===== src/rtl/estacao_reserva_add.sv =====
// Single-entry ADD/SUB reservation station with CDB snooping and broadcast.
// Optional signed-overflow output enabled by RS_OVERFLOW_EN.
module estacao_reserva_add #(
  parameter logic [2:0]  STATION_ID   = 3'd1,
  parameter int unsigned EXEC_LATENCY = 2,
  parameter logic [2:0]  OPCODE_SUB   = 3'b001,
  parameter logic [15:0] SEM_VALOR    = 16'hFFF0
) (
  input  logic        Clock,
  input  logic        Reset,
  input  logic        Enable,
  input  logic [2:0]  Opcode,
  input  logic [15:0] Vj,
  input  logic [15:0] Vk,
  input  logic [2:0]  Qj,
  input  logic [2:0]  Qk,
  input  logic        CDB_Valid,
  input  logic [2:0]  CDB_Tag,
  input  logic [15:0] CDB_Data,
  input  logic        CDB_Grant,
  output logic        Ready,
  output logic        Busy,
  output logic        CDB_Req,
  output logic [2:0]  Out_Tag,
  output logic [15:0] Out_Data
`ifdef RS_OVERFLOW_EN
  ,
  output logic        Overflow
`endif
);

  typedef enum logic [1:0] {
    FREE     = 2'd0,
    WAIT_OPS = 2'd1,
    EXEC     = 2'd2,
    WRITE    = 2'd3
  } state_t;

  localparam logic [3:0] CNT_LOAD = 4'(EXEC_LATENCY - 1);

  state_t      state_q, state_d;
  logic [2:0]  op_q, op_d;
  logic [15:0] vj_q, vj_d;
  logic [15:0] vk_q, vk_d;
  logic [2:0]  qj_q, qj_d;
  logic [2:0]  qk_q, qk_d;
  logic [3:0]  cnt_q, cnt_d;
  logic [15:0] data_q, data_d;

  logic        fwd_j, fwd_k;
  logic        hit_j, hit_k;
  logic        is_sub;
  logic [15:0] result;

`ifdef RS_OVERFLOW_EN
  logic ovf_q, ovf_d;
  logic ovf_calc;
`endif

  // Tag matches: dispatch-time forwarding and pending-operand capture
  always_comb begin
    fwd_j = CDB_Valid && (Qj != 3'd0) && (CDB_Tag == Qj);
    fwd_k = CDB_Valid && (Qk != 3'd0) && (CDB_Tag == Qk);
    hit_j = CDB_Valid && (qj_q != 3'd0) && (CDB_Tag == qj_q);
    hit_k = CDB_Valid && (qk_q != 3'd0) && (CDB_Tag == qk_q);
  end

  // ALU: wrap-around add/sub on the latched operands
  always_comb begin
    is_sub = (op_q == OPCODE_SUB);
    result = is_sub ? (vj_q - vk_q) : (vj_q + vk_q);
`ifdef RS_OVERFLOW_EN
    if (is_sub)
      ovf_calc = (vj_q[15] != vk_q[15]) && (result[15] != vj_q[15]);
    else
      ovf_calc = (vj_q[15] == vk_q[15]) && (result[15] != vj_q[15]);
`endif
  end

  // Next-state and datapath update
  always_comb begin
    state_d = state_q;
    op_d    = op_q;
    vj_d    = vj_q;
    vk_d    = vk_q;
    qj_d    = qj_q;
    qk_d    = qk_q;
    cnt_d   = cnt_q;
    data_d  = data_q;
`ifdef RS_OVERFLOW_EN
    ovf_d   = ovf_q;
`endif
    unique case (state_q)
      FREE: begin
        if (Enable) begin
          op_d = Opcode;
          vj_d = fwd_j ? CDB_Data : Vj;
          qj_d = fwd_j ? 3'd0 : Qj;
          vk_d = fwd_k ? CDB_Data : Vk;
          qk_d = fwd_k ? 3'd0 : Qk;
          if ((qj_d == 3'd0) && (qk_d == 3'd0)) begin
            state_d = EXEC;
            cnt_d   = CNT_LOAD;
          end else begin
            state_d = WAIT_OPS;
          end
        end
      end
      WAIT_OPS: begin
        if (hit_j) begin
          vj_d = CDB_Data;
          qj_d = 3'd0;
        end
        if (hit_k) begin
          vk_d = CDB_Data;
          qk_d = 3'd0;
        end
        if ((qj_d == 3'd0) && (qk_d == 3'd0)) begin
          state_d = EXEC;
          cnt_d   = CNT_LOAD;
        end
      end
      EXEC: begin
        if (cnt_q == 4'd0) begin
          data_d  = result;
          state_d = WRITE;
`ifdef RS_OVERFLOW_EN
          ovf_d   = ovf_calc;
`endif
        end else begin
          cnt_d = cnt_q - 4'd1;
        end
      end
      WRITE: begin
        if (CDB_Grant) begin
          state_d = FREE;
`ifdef RS_OVERFLOW_EN
          ovf_d   = 1'b0;
`endif
        end
      end
      default: state_d = FREE;
    endcase
  end

  // State and datapath registers, synchronous reset aborts any op
  always_ff @(posedge Clock) begin
    if (Reset) begin
      state_q <= FREE;
      op_q    <= 3'd0;
      vj_q    <= SEM_VALOR;
      vk_q    <= SEM_VALOR;
      qj_q    <= 3'd0;
      qk_q    <= 3'd0;
      cnt_q   <= 4'd0;
      data_q  <= SEM_VALOR;
`ifdef RS_OVERFLOW_EN
      ovf_q   <= 1'b0;
`endif
    end else begin
      state_q <= state_d;
      op_q    <= op_d;
      vj_q    <= vj_d;
      vk_q    <= vk_d;
      qj_q    <= qj_d;
      qk_q    <= qk_d;
      cnt_q   <= cnt_d;
      data_q  <= data_d;
`ifdef RS_OVERFLOW_EN
      ovf_q   <= ovf_d;
`endif
    end
  end

  // Status and broadcast outputs decoded from state
  always_comb begin
    Ready    = (state_q == FREE);
    Busy     = ~Ready;
    CDB_Req  = (state_q == WRITE);
    Out_Tag  = CDB_Req ? STATION_ID : 3'd0;
    Out_Data = data_q;
`ifdef RS_OVERFLOW_EN
    Overflow = CDB_Req & ovf_q;
`endif
  end

endmodule

===== config.mk =====
export PLATFORM = sky130hd
export DESIGN_NAME = estacao_reserva_add
export DESIGN_NICKNAME = d
export VERILOG_FILES = /design/src/rtl/estacao_reserva_add.sv
export SDC_FILE = /design/constraint.sdc
export NUM_CORES = 1
export LEC_CHECK = 0
export CORE_MARGIN = 8
export CORE_UTILIZATION = 30
export DETAILED_ROUTE_END_ITERATION = 6
export GPL_TIMING_DRIVEN = 0
export PLACE_DENSITY = 0.55
export SLEW_MARGIN = 0
export SYNTH_ARGS = -nofsm -noshare
export SYNTH_HDL_FRONTEND = slang
export SYNTH_SLANG_ARGS = --single-unit

===== constraint.sdc =====
create_clock -name Clock -period 3.6 [get_ports Clock]
set_input_delay 0.9 -clock Clock [delete_from_list [all_inputs] [get_ports Clock]]
set_output_delay 0.9 -clock Clock [all_outputs]
set_load 0.005 [all_outputs]

* Word level (Yosys, flattened, before mapping)
Index checks and enable logic that the tools add are counted.
** Word-level totals
- Input bits :: 65
- Output and inout bits :: 22
- Word-level logic and storage cells :: 88
- Register bits :: 63
** Operators by class
- Add/subtract/negate cells :: 3
- Equality and inequality tests :: 16
- Multiplexer cells :: 31
- Reductions and logical operators :: 29
- Bitwise operators :: 1
** Operators by type and width (number)
- 16-bit two-way mux :: 7
- 16-bit case mux with 2 select lines :: 2
- 3-bit two-way mux :: 8
- 16-bit adder :: 1
- 4-bit two-way mux :: 4
- 16-bit subtractor :: 1
- 3-bit nonzero test :: 5
- 2-bit != test (second input constant) :: 7
- 3-bit equality test :: 4
- 3-bit zero test :: 4
- 3-bit case mux with 2 select lines :: 2
- 4-bit case mux with 3 select lines :: 1
- 1-bit logical AND :: 10
- 2-bit two-way mux :: 5
- 2-bit case mux with 4 select lines :: 1
- 2-bit AND reduction :: 3
- 3-bit AND reduction :: 2
- 5-bit AND reduction :: 1
- 2-bit equality test (second input constant) :: 2
- 4-bit zero test :: 1
- 4-bit AND reduction :: 1
- 4-bit by 1-bit subtractor with 4-bit output (second input constant) :: 1
- 3-bit by 1-bit equality test with 1-bit output (second input constant) :: 1
- 2-bit by 1-bit equality test with 1-bit output (second input constant) :: 1
- other kinds (5) :: 5

* Depth between registers and ports, before layout
- Depth after elaboration :: 9
- Depth in mapped cells :: 14
- Gate-level depth less buffers :: 13

* Worst setup path before layout
Ideal clock, no wire load.
- Path type :: register to register
- From :: register vk_q[6]
- To :: register data_q[14] (netlist: Out_Data[14])
- Library setup time :: 131 ps
- Slack :: 710 ps
- Required time :: 3469 ps
- Arrival time :: 2759 ps
- Clock period less this slack :: 2890 ps
- Buffers on the path :: 1
- Stages on the path, launching flop included :: 13
- Path through :: dfxtp_1 > or4_1 > nand4b_1 > o21ai_0 > xor2_1 > ha_1 > clkbuf_1 > a21oi_1 > nor2_1 > a211oi_1 > a21boi_0 > o21a_1 > o31ai_1
** Between the ends
- Longest elaborated chain between the ends :: 2
- Elaborated cells between the ends (all ways) :: 3
- Classes of those cells :: 2 x add/sub; 1 x mux
** Ends and longest elaborated chain
- start, declared :: line 44 : logic [15:0] vk_q, vk_d;
- start signal, assigned :: line 164 : vk_q <= vk_d;
- 16-bit adder or 16-bit subtractor (tied branches) :: line 71 : result = is_sub ? (vj_q - vk_q) : (vj_q + vk_q);
- 16-bit two-way mux * :: line 71
- end signal, assigned :: line 168 : data_q <= data_d;
- end, declared :: line 48 : logic [15:0] data_q, data_d;
Mark *: on every way between the ends. The rest lies on a longest branch, timed or not.
A chain may end at the register's enable or synchronous reset.

* Worst setup path in the final report
Ends and elaborated chain as after synthesis.

==> metrics.cfg <==
[outcome]
status = completed

[worst_setup_path]
critPathLaunchType = flop
rr_worst_depth = 12
startpoint = vk_q[6]
critPathRequiredTime_ns = 3.80
reg2reg_slack_ns = 0.21
r2r-end = Out_Data[14]
end_kind = flop
r2r_start = vk_q[6]
arrival_ns = 3.59
endpoint = Out_Data[14]
path_class = reg -> reg
worstPathMaxFanout = 10

[placement]
io_buffers = 81
dp_slack_ns = 0.141
dp_hpwl_um = 9960
gp_congestion = 0.832

[cts]
cts_buffer_depth = 2
clock-sinks = 63
cts_root_buf = clkbuf_16
cts_setup_buffers = 0
ctsResizeCount = 0
cts_tree = yes
numCtsBuffers = 9
clk_pin_slew_ns = 0.06
clk_latency_ns = 0.33
htree_num_levels = 3
hold_buffers = 0

[flow_run]
maxCapViolations = 0

[timing]
finalHoldViolCount = 0
fin_skew_ns = 0.00890
report.final.slew_viol_count = 0
setup-tns-final_ns = 0
fin_crit_ns = 3.39
setup_slack_ns = 0.213
setup-violations-final = 0
fmax_mhz = 295
fin_crit_sh_pct = 94.1
maxSlewHeadroom_pct = 57.3
max_slew.worst_pin.slew_ns = 0.634
rsz0062_at_grt = false

[final_layout]
nets = 684
diodes = 0
final_cell_mix = clkdlybuf4s50_1, dfxtp_1, a21oi_1
layout_commonest_cell = clkdlybuf4s50_1
n_fill_cell = 1446
utilization_pct = 39.8
drive_gt1_share_pct = 4.67
syn2layout_area_growth_pct = 31.7

[detailed_routing]
vias = 4005
totalWireLength_um = 12300
final_antenna_net_count = 0
drc = 0
via_per_inst = 5.14
firstDrtPassIters = 5
wl_per_cell_um = 15.8
drt_iter0_drc = 251

[synth]
ys_ff_latch = 63
synthFlopType = dfxtp_1
synth_area_mm2 = 0.00413
ys_types = 59
synth_area_leaders = dfxtp_1, mux2i_1, a21oi_1
synth_edf_count = 0
yosysTopAreaCellShare_pct = 30.5
syn_inst = 503
synthArstFlopShare_pct = 0
postSynthAreaPerCell_um2 = 8.22
synth.yosys.seq_area_share_pct = 30.5
yosys_warnings = 0
yosysTopAreaCell = dfxtp_1

[global_route]
grt_use_total_pct = 13.6
gr-total-overflow = 0
grt_max_degree = 11
grt_pass1_wl_um = 19600
grt_pass1_vias = 3877
antenna_found_initial = 0

[pwr]
power_frac_clock_pct = 15.8
pwr-share-comb_pct = 60.6
p_sw_share_pct = 44.9
finalPower_w = 0.00501
vdd_ir_drop_max_mv = 0.371
power_frac_seq_pct = 23.6
p_leak_nw = 2.14
power.internal_w = 0.00276
power.switching_w = 0.00225
powerDensity_mw_per_mm2 = 921

[floorplan]
die_h_um = 133
core_area_mm2 = 0.0137
pin_count = 87
start_util_pct = 30.2
fp-row-count = 43
die_area_mm2 = 0.0178
die_w_um = 133

[min_path]
hold_path.class = reg -> reg

==> layer usage <==
metal  routed length (µm)  global-route usage [%]  up-vias
li1                     -                       -     2029
met1                 6130                    18.2     1858
met2                 5440                    21.4      106
met3                  571                    2.48       12
met4                  194                    4.99        0
met5                    0                       0        -
==> cells in the mapped netlist, drive strengths merged, types with 15 or more instances <==
cell,n
mux2i,32
o211ai,15
nor2,24
nand2,45
clkbuf,24
xnor2,21
ha,22
inv,16
dfxtp,63
nor3,18
o21ai,24
a21oi,58
==> critical path: stages, from the launching register on <==
cell and delay, ns:
dfxtp_1 0.35, or4_1 0.56, nand4b_1 0.27, o21ai_0 0.24, xor2_1 0.22, ha_1 0.26, clkbuf_1 0.21, a21oi_1 0.23
nor2_1 0.07, a211oi_1 0.32, a21boi_0 0.30, o21a_1 0.15, o31ai_1 0.07
==> state kept, by name (all words and copies together), names as in the netlist <==
name / cells
Out_Data: 16
vk_q: 16
qj_q: 3
op_q: 3
cnt_q: 4
state_q: 2
qk_q: 3
vj_q: 16
==> per-stage QoR <==
stage | cell area, µm² | hold slack [ns] | instances
2_1_floorplan | 4140 | 0.436 | 504
5_1_grt | 5440 | 0.489 | 779
3_3_place_gp | 5170 | 0.446 | 765
3_5_place_dp | 5170 | 0.450 | 765
4_1_cts | 5440 | 0.457 | 779
6_report | 5440 | 0.452 | 779
==> cell families (layout without fill, tap and decap cells) <==
family / count (synthesis) / count (layout) / share of synthesized area (%)
adders and majority gates: 23 / 23 / 7.14
xor gates and xnor gates: 30 / 30 / 6.36
AOI/OAI and AO/OA: 165 / 165 / 26.0
other: 1 / 2 / 0.0907
and+or+nand+nor: 138 / 138 / 16.4
buffers and inverters: 49 / 144 / 5.12
DFF: 63 / 63 / 30.5
muxes: 34 / 34 / 8.30
==> worst min path at each step <==
stage                       end  slack, ns        start  cells past startpoint
floorplan               op_q[2]       0.44      op_q[2]                      2
global placement        op_q[2]       0.45      op_q[2]                      2
detailed placement  Out_Data[1]       0.45  Out_Data[1]                      2
CTS                 Out_Data[1]       0.46  Out_Data[1]                      2
global route        Out_Data[1]       0.49  Out_Data[1]                      2
finish              Out_Data[1]       0.45  Out_Data[1]                      2
==> final cells by class <==
class	instances	area (µm²)	share of cell area [%]
Multi-Input combinational cell	392	2670	49.0
Sequential cell	63	1260	23.2
Timing Repair Buffer	81	811	14.9
Clock buffer	13	260	4.78
Tap cell	180	225	4.14
Buffer	33	151	2.78
Inverter	16	60.1	1.10
Clock inverter	1	5.00	0.0919
==> power groups by stage <==
| stage | Sequential (W) | Combinational [W] | Clock, W |
|---|---|---|---|
| after floorplan | 0.00114 | 0.00220 | 0 |
| after global placement | 0.00118 | 0.00297 | 0 |
| after detailed placement | 0.00119 | 0.00301 | 0 |
| after CTS | 0.00118 | 0.00303 | 0.000809 |
| after global routing | 0.00122 | 0.00341 | 0.000843 |
| final | 0.00118 | 0.00304 | 0.000794 |
Note: power is estimated with default switching activity, not from simulation.
==> variant 1, RTL diff (config.mk and constraints unchanged) <==
Reset style: asynchronous (`Reset`), changed in one clocked block. Comments in the files are not updated.
--- a/src/rtl/estacao_reserva_add.sv
+++ b/src/rtl/estacao_reserva_add.sv
@@ -144,7 +144,7 @@
   end
 
   // State and datapath registers, synchronous reset aborts any op
-  always_ff @(posedge Clock) begin
+  always_ff @(posedge Clock or posedge Reset) begin
     if (Reset) begin
       state_q <= FREE;
       op_q    <= 3'd0;
Formal check against the unedited RTL: differs if Reset is asserted again (counterexample within 4 cycles, from zero or initial values and one cycle with Reset high); with Reset held inactive, the same outputs for 4 cycles.
==> variant 1 against the unedited design <==
Design area grew 2.4%. Setup slack gained 0.12 ns. Largest cell class unchanged. Combinational power grew 18%. Largest power group unchanged. Via count shrank 10%. Sequential cell count is the same. Fmax grew 3.7%. Global-route usage shrank 0.71 points. Routed wire length shrank 5.9%. Power grew 19%. Synthesized area grew 1.3%. Synthesized cell count shrank 8.5%. Sequential power grew 23%.
==> variant 1: results (changes against the unedited design) <==
| Metric | Value |
|---|---|
| Post-Synth XOR/XNOR Area | 7.529% (was 6.358%) |
| Bufs w/o clock | 104 (was 114) |
| Worst hold start | Out_Data[10] (was Out_Data[1]) |
| Area of the multi-input gates | 2382 sq um (was 2670 sq um) |
| Global-route wire length before repair | 18490 um (was 19600 um) |
| Synth Area in Adders | 7.051% (was 7.145%) |
| Sequential cell area share | 29.09% (was 23.17%) |
| Clock network area share | 5.567% (was 4.872%) |
| Layout Cells excl Fill | 740 (was 779) |
| Gp weighted congestion | 0.7963 (was 0.8323) |
| Worst slew margin | 48.18% (was 57.27%) |
| Initial DRC count | 200 (was 251) |
| Setup Skew | 0.008369 ns (was 0.008898 ns) |
| Hold Path Stages | 2 (unchanged) |
| Post-synth top cells | nor2_1 (52), a21oi_1 (49), nand2_1 (40) (was dfxtp_1 (63), a21oi_1 (58), nand2_1 (45)) |
| Status | complete, no violations (unchanged) |
| Multi-input gates | 353 (was 392) |
| Synthesized instance count | 460 (was 503) |
| Area grow syn2layout | 33.10% (was 31.73%) |
| Worst Path Max Fanout | 9 (was 10) |
| DP Worst Slack | 0.01693 ns (was 0.1410 ns) |
| Vias per cell | 4.847 (was 5.141) |
| Synth Area in Compound Gates | 18.52% (was 26.04%) |
| Largest net degree at the start of global routing | 44 (was 11) |
| Async SR Flop Fraction | 100.0% (was 0%) |
| Share of cells above drive strength 1 | 13.75% (was 4.674%) |
| GRT Resource Usage Total | 12.92% (was 13.63%) |
| DP Area | 5258 sq um (was 5172 sq um) |
| Worst EP arrival | 3.51 ns (was 3.59 ns) |
| Register area share after synthesis | 38.72% (was 30.52%) |
| Leakage | 2.352 nW (was 2.138 nW) |
| Synth area leaders | dfstp_2 (23%), dfrtp_1 (16%), mux2i_1 (8.1%) (was dfxtp_1 (31%), mux2i_1 (7.8%), a21oi_1 (7.0%)) |
| Syn avg cell area | 9.104 sq um (was 8.216 sq um) |
| Fillers | 1412 (was 1446) |
| Hpwl dp | 9305 um (was 9962 um) |
| Non-clk invs | 24 (was 16) |
| Max VDD drop | 366.5 uV (was 371.1 uV) |
| R2R Path End | Out_Data[15] (was Out_Data[14]) |
| Reg2reg start | op_q[1] (was vk_q[6]) |
| # port buffers | 82 (was 81) |
| Worst hold slack | 0.4755 ns (was 0.4524 ns) |
| Pint | 3.410 mW (was 2.763 mW) |
| Hold EP | Out_Data[10] (was Out_Data[1]) |
| Nets@finish | 643 (was 684) |
| WL final | 11600 um (was 12330 um) |
| DP Cell Count | 724 (was 765) |
| Non-clock buffer share | 16.95% (was 17.67%) |
variant 1: cell count changes after synthesis, sizes merged, moves of 8 or more:
cell,before,now
nor2,24,53
a21oi,58,50
dfrtp,0,27
nor3,18,8
clkbuf,24,12
o211ai,15,2
dfxtp,63,0
dfstp,0,36
inv,16,24
a211oi,12,1
variant 1: power groups by stage:
stage	clock network (mW)	registers [mW]	logic (mW)
6_report	0.894	1.45	3.60
5_1_grt	0.939	1.49	4.02
4_1_cts	0.912	1.44	3.59
3_5_place_dp	0	1.45	3.56
2_1_floorplan	0	1.39	2.64
3_3_place_gp	0	1.44	3.50
variant 1: routing by layer:
layer | share of wire [%] | vias up | routed length [um] | GRT usage [%]
li1 | - | 1812 | - | -
met1 | 48 | 1692 | 5522 | 16.69
met2 | 47 | 69 | 5478 | 20.50
met3 | 2.9 | 14 | 333 | 2.169
met4 | 2.3 | 0 | 268 | 6.363
met5 | 0 | - | 0 | 0
variant 1: worst max-delay path: stages, from the launching register on:
cell and delay, ns:
dfrtp_1 0.37, nor2_1 0.13, and2_1 0.14, clkbuf_1 0.35, nor2_1 0.13, xnor2_1 0.18, ha_1 0.26, or4_1 0.55
o221ai_1 0.24, nand2_1 0.16, a221oi_1 0.37, xnor2_1 0.13, o21ai_0 0.17
variant 1: repair_timing:
| item | CTS | global route |
|---|---|---|
| endpoints found under the setup margin | 1 | 3 |
| setup buffers | 0 | 0 |
| gates resized for setup | 1 | 1 |
variant 1: worst max path at each step:
stage,startpoint,to,slack [ns],cells past startpoint
3_3_place_gp,Reset,vk_q[0],0.06,2
2_1_floorplan,op_q[1],Out_Data[10],0.66,13
6_report,op_q[1],Out_Data[15],0.34,12
5_1_grt,op_q[1],Out_Data[10],0.06,13
4_1_cts,op_q[1],Out_Data[10],0.15,13
3_5_place_dp,op_q[1],Out_Data[10],0.02,13
==> variant 2, RTL diff (config.mk and constraints unchanged) <==
Without the edit above. The option `RS_OVERFLOW_EN` is turned on by a define.
--- a/src/rtl/estacao_reserva_add.sv
+++ b/src/rtl/estacao_reserva_add.sv
@@ -1,5 +1,7 @@
 // Single-entry ADD/SUB reservation station with CDB snooping and broadcast.
 // Optional signed-overflow output enabled by RS_OVERFLOW_EN.
+`define RS_OVERFLOW_EN
+
 module estacao_reserva_add #(
   parameter logic [2:0]  STATION_ID   = 3'd1,
   parameter int unsigned EXEC_LATENCY = 2,
Function (old outputs only; new: Overflow): kept (equiv_simple and equiv_induct, registers matched by name and starting in step).
==> variant 2 against the unedited design <==
Design area rose by 1.2%. Setup slack lost 0.020 ns. Synthesized cell count decreased by 2.2%. First-iteration DRC count down 25%. Synthesized area about the same. Via count is 7.0% lower. Sequential cell count grew 1. Power rose by 4.3%. Clock skew rose by 0.0042 ns. Sequential power is 3% higher. Routed wire length decreased by 3.2%. Critical path type unchanged. Largest cell class unchanged.
==> variant 2: results (changes against the unedited design) <==
| Metric | Value |
|---|---|
| Initial DRT Pass Iterations | 4 (was 5) |
| Main flop type after synthesis | dfxtp_1 (unchanged) |
| Hold Path Stages | 2 (unchanged) |
| Worst path slowest cell | or4_4 (was or4_1) |
| GRT Resource Usage Total | 13.28% (was 13.63%) |
| Register area share after synthesis | 31.03% (was 30.52%) |
| WL final | 11940 um (was 12330 um) |
| Synth area leaders | dfxtp_1 (31%), mux2i_1 (8.0%), ha_1 (6.4%) (was dfxtp_1 (31%), mux2i_1 (7.8%), a21oi_1 (7.0%)) |
| Share of cells above drive strength 1 | 8.983% (was 4.674%) |
| Vias | 3723 (was 4005) |
| Num CTS Buffers | 9 (unchanged) |
| Hpwl dp | 9779 um (was 9962 um) |
| CTS Buffer Depth | 2 (unchanged) |
| Slew @ Worst Pin | 0.6683 ns (was 0.6343 ns) |
| Status | complete, no violations (unchanged) |
| DP Cell Count | 753 (was 765) |
| Setup Skew | 0.01315 ns (was 0.008898 ns) |
| Leakage | 2.261 nW (was 2.138 nW) |
| Post-synth top cells | dfxtp_1 (64), nand2_1 (56), nor2_1 (41) (was dfxtp_1 (63), a21oi_1 (58), nand2_1 (45)) |
| Max stage delay on crit path | 0.56 ns (about the same) |
| Gp weighted congestion | 0.7867 (was 0.8323) |
| Nets@finish | 673 (was 684) |
| Initial DRC count | 187 (was 251) |
| Top Family by Delay on Critical Path | simple AND/OR/NAND/NOR gates (was compound AO/OA/AOI/OAI gates) |
| H-tree levels | 3 (unchanged) |
| Largest net degree at the start of global routing | 11 (unchanged) |
| Fillers | 1430 (was 1446) |
| Syn. warnings | 0 (unchanged) |
| Worst hold path class | reg2reg (unchanged) |
| Reg2Reg Depth | 12 (unchanged) |
| Synthesized instance count | 492 (was 503) |
| Worst EP arrival | 3.68 ns (was 3.59 ns) |
| Synth cell types | 60 (was 59) |
| N_diodes | 0 (unchanged) |
| Worst Path Max Fanout | 4 (was 10) |
| Wire per inst | 15.51 um (was 15.83 um) |
| Global-route wire length before repair | 19250 um (was 19600 um) |
| DP Worst Slack | -0.2393 ns (was 0.1410 ns) |
| DP Area | 5159 sq um (was 5172 sq um) |
| # port buffers | 80 (was 81) |
| Vias in the first global route | 3778 (was 3877) |
| Clock Latency Late Sink | 0.33 ns (about the same) |
| Max VDD drop | 350.7 uV (was 371.1 uV) |
-- variant 2: cells by family after synthesis --
group | after synthesis | synth area share (%)
xor+xnor | 38 | 8.061
mux | 37 | 9.091
buf+inv | 48 | 5.181
fa+ha+maj | 22 | 6.848
simple gates | 147 | 17.27
flops | 64 | 31.03
compound gates | 135 | 22.42
other cells | 1 | 0.09082
-- variant 2: where the power goes --
part	internal, mW	total, mW	switching, mW
logic	1.45	3.15	1.70
clock network	0.547	0.861	0.314
registers	0.982	1.22	0.234
total	2.98	5.23	2.25
-- variant 2: path summary, 6_finish.rpt --
path	slack, ns	to	startpoint
setup / recovery	0.19	ovf_q	vk_q[5]
hold / removal	0.46	op_q[1]	op_q[1]
setup reg to reg	0.19	ovf_q	vk_q[5]
hold reg to reg	0.46	op_q[1]	op_q[1]
-- variant 2: routing by layer --
layer,share of wire [%],up-vias,wire [um],global-route usage [%]
met5,0,-,0,0
met4,1.0,0,123,3.618
met3,4.0,10,482,2.786
met2,47,66,5594,22.54
met1,48,1699,5741,16.60
li1,-,1948,-,-
-- variant 2: tightest hold or removal path: stages, from the launching register on --
cell,delay (ns)
dfxtp_1,0.31
nand2_1,0.05
a21oi_1,0.06
-- variant 2: layout make-up --
class                           count  area [sq um]  share of cell area [%]
Multi-Input combinational cell    381          2683                   48.68
Timing Repair Buffer               82         815.8                   14.80
Buffer                             30         146.4                   2.657
Clock buffer                       11         242.7                   4.405
Tap cell                          180         225.2                   4.087
Sequential cell                    64          1285                   23.32
Inverter                           18         67.56                   1.226
Clock inverter                      4         45.04                  0.8174
-- variant 2: repair_timing --
action / in CTS / in global routing
setup buffers: 2 / 0
endpoints found under the hold margin: 0 / 0
pin swaps: 9 / 5
gates resized for setup: 9 / 3
setup endpoints to repair: 2 / 1
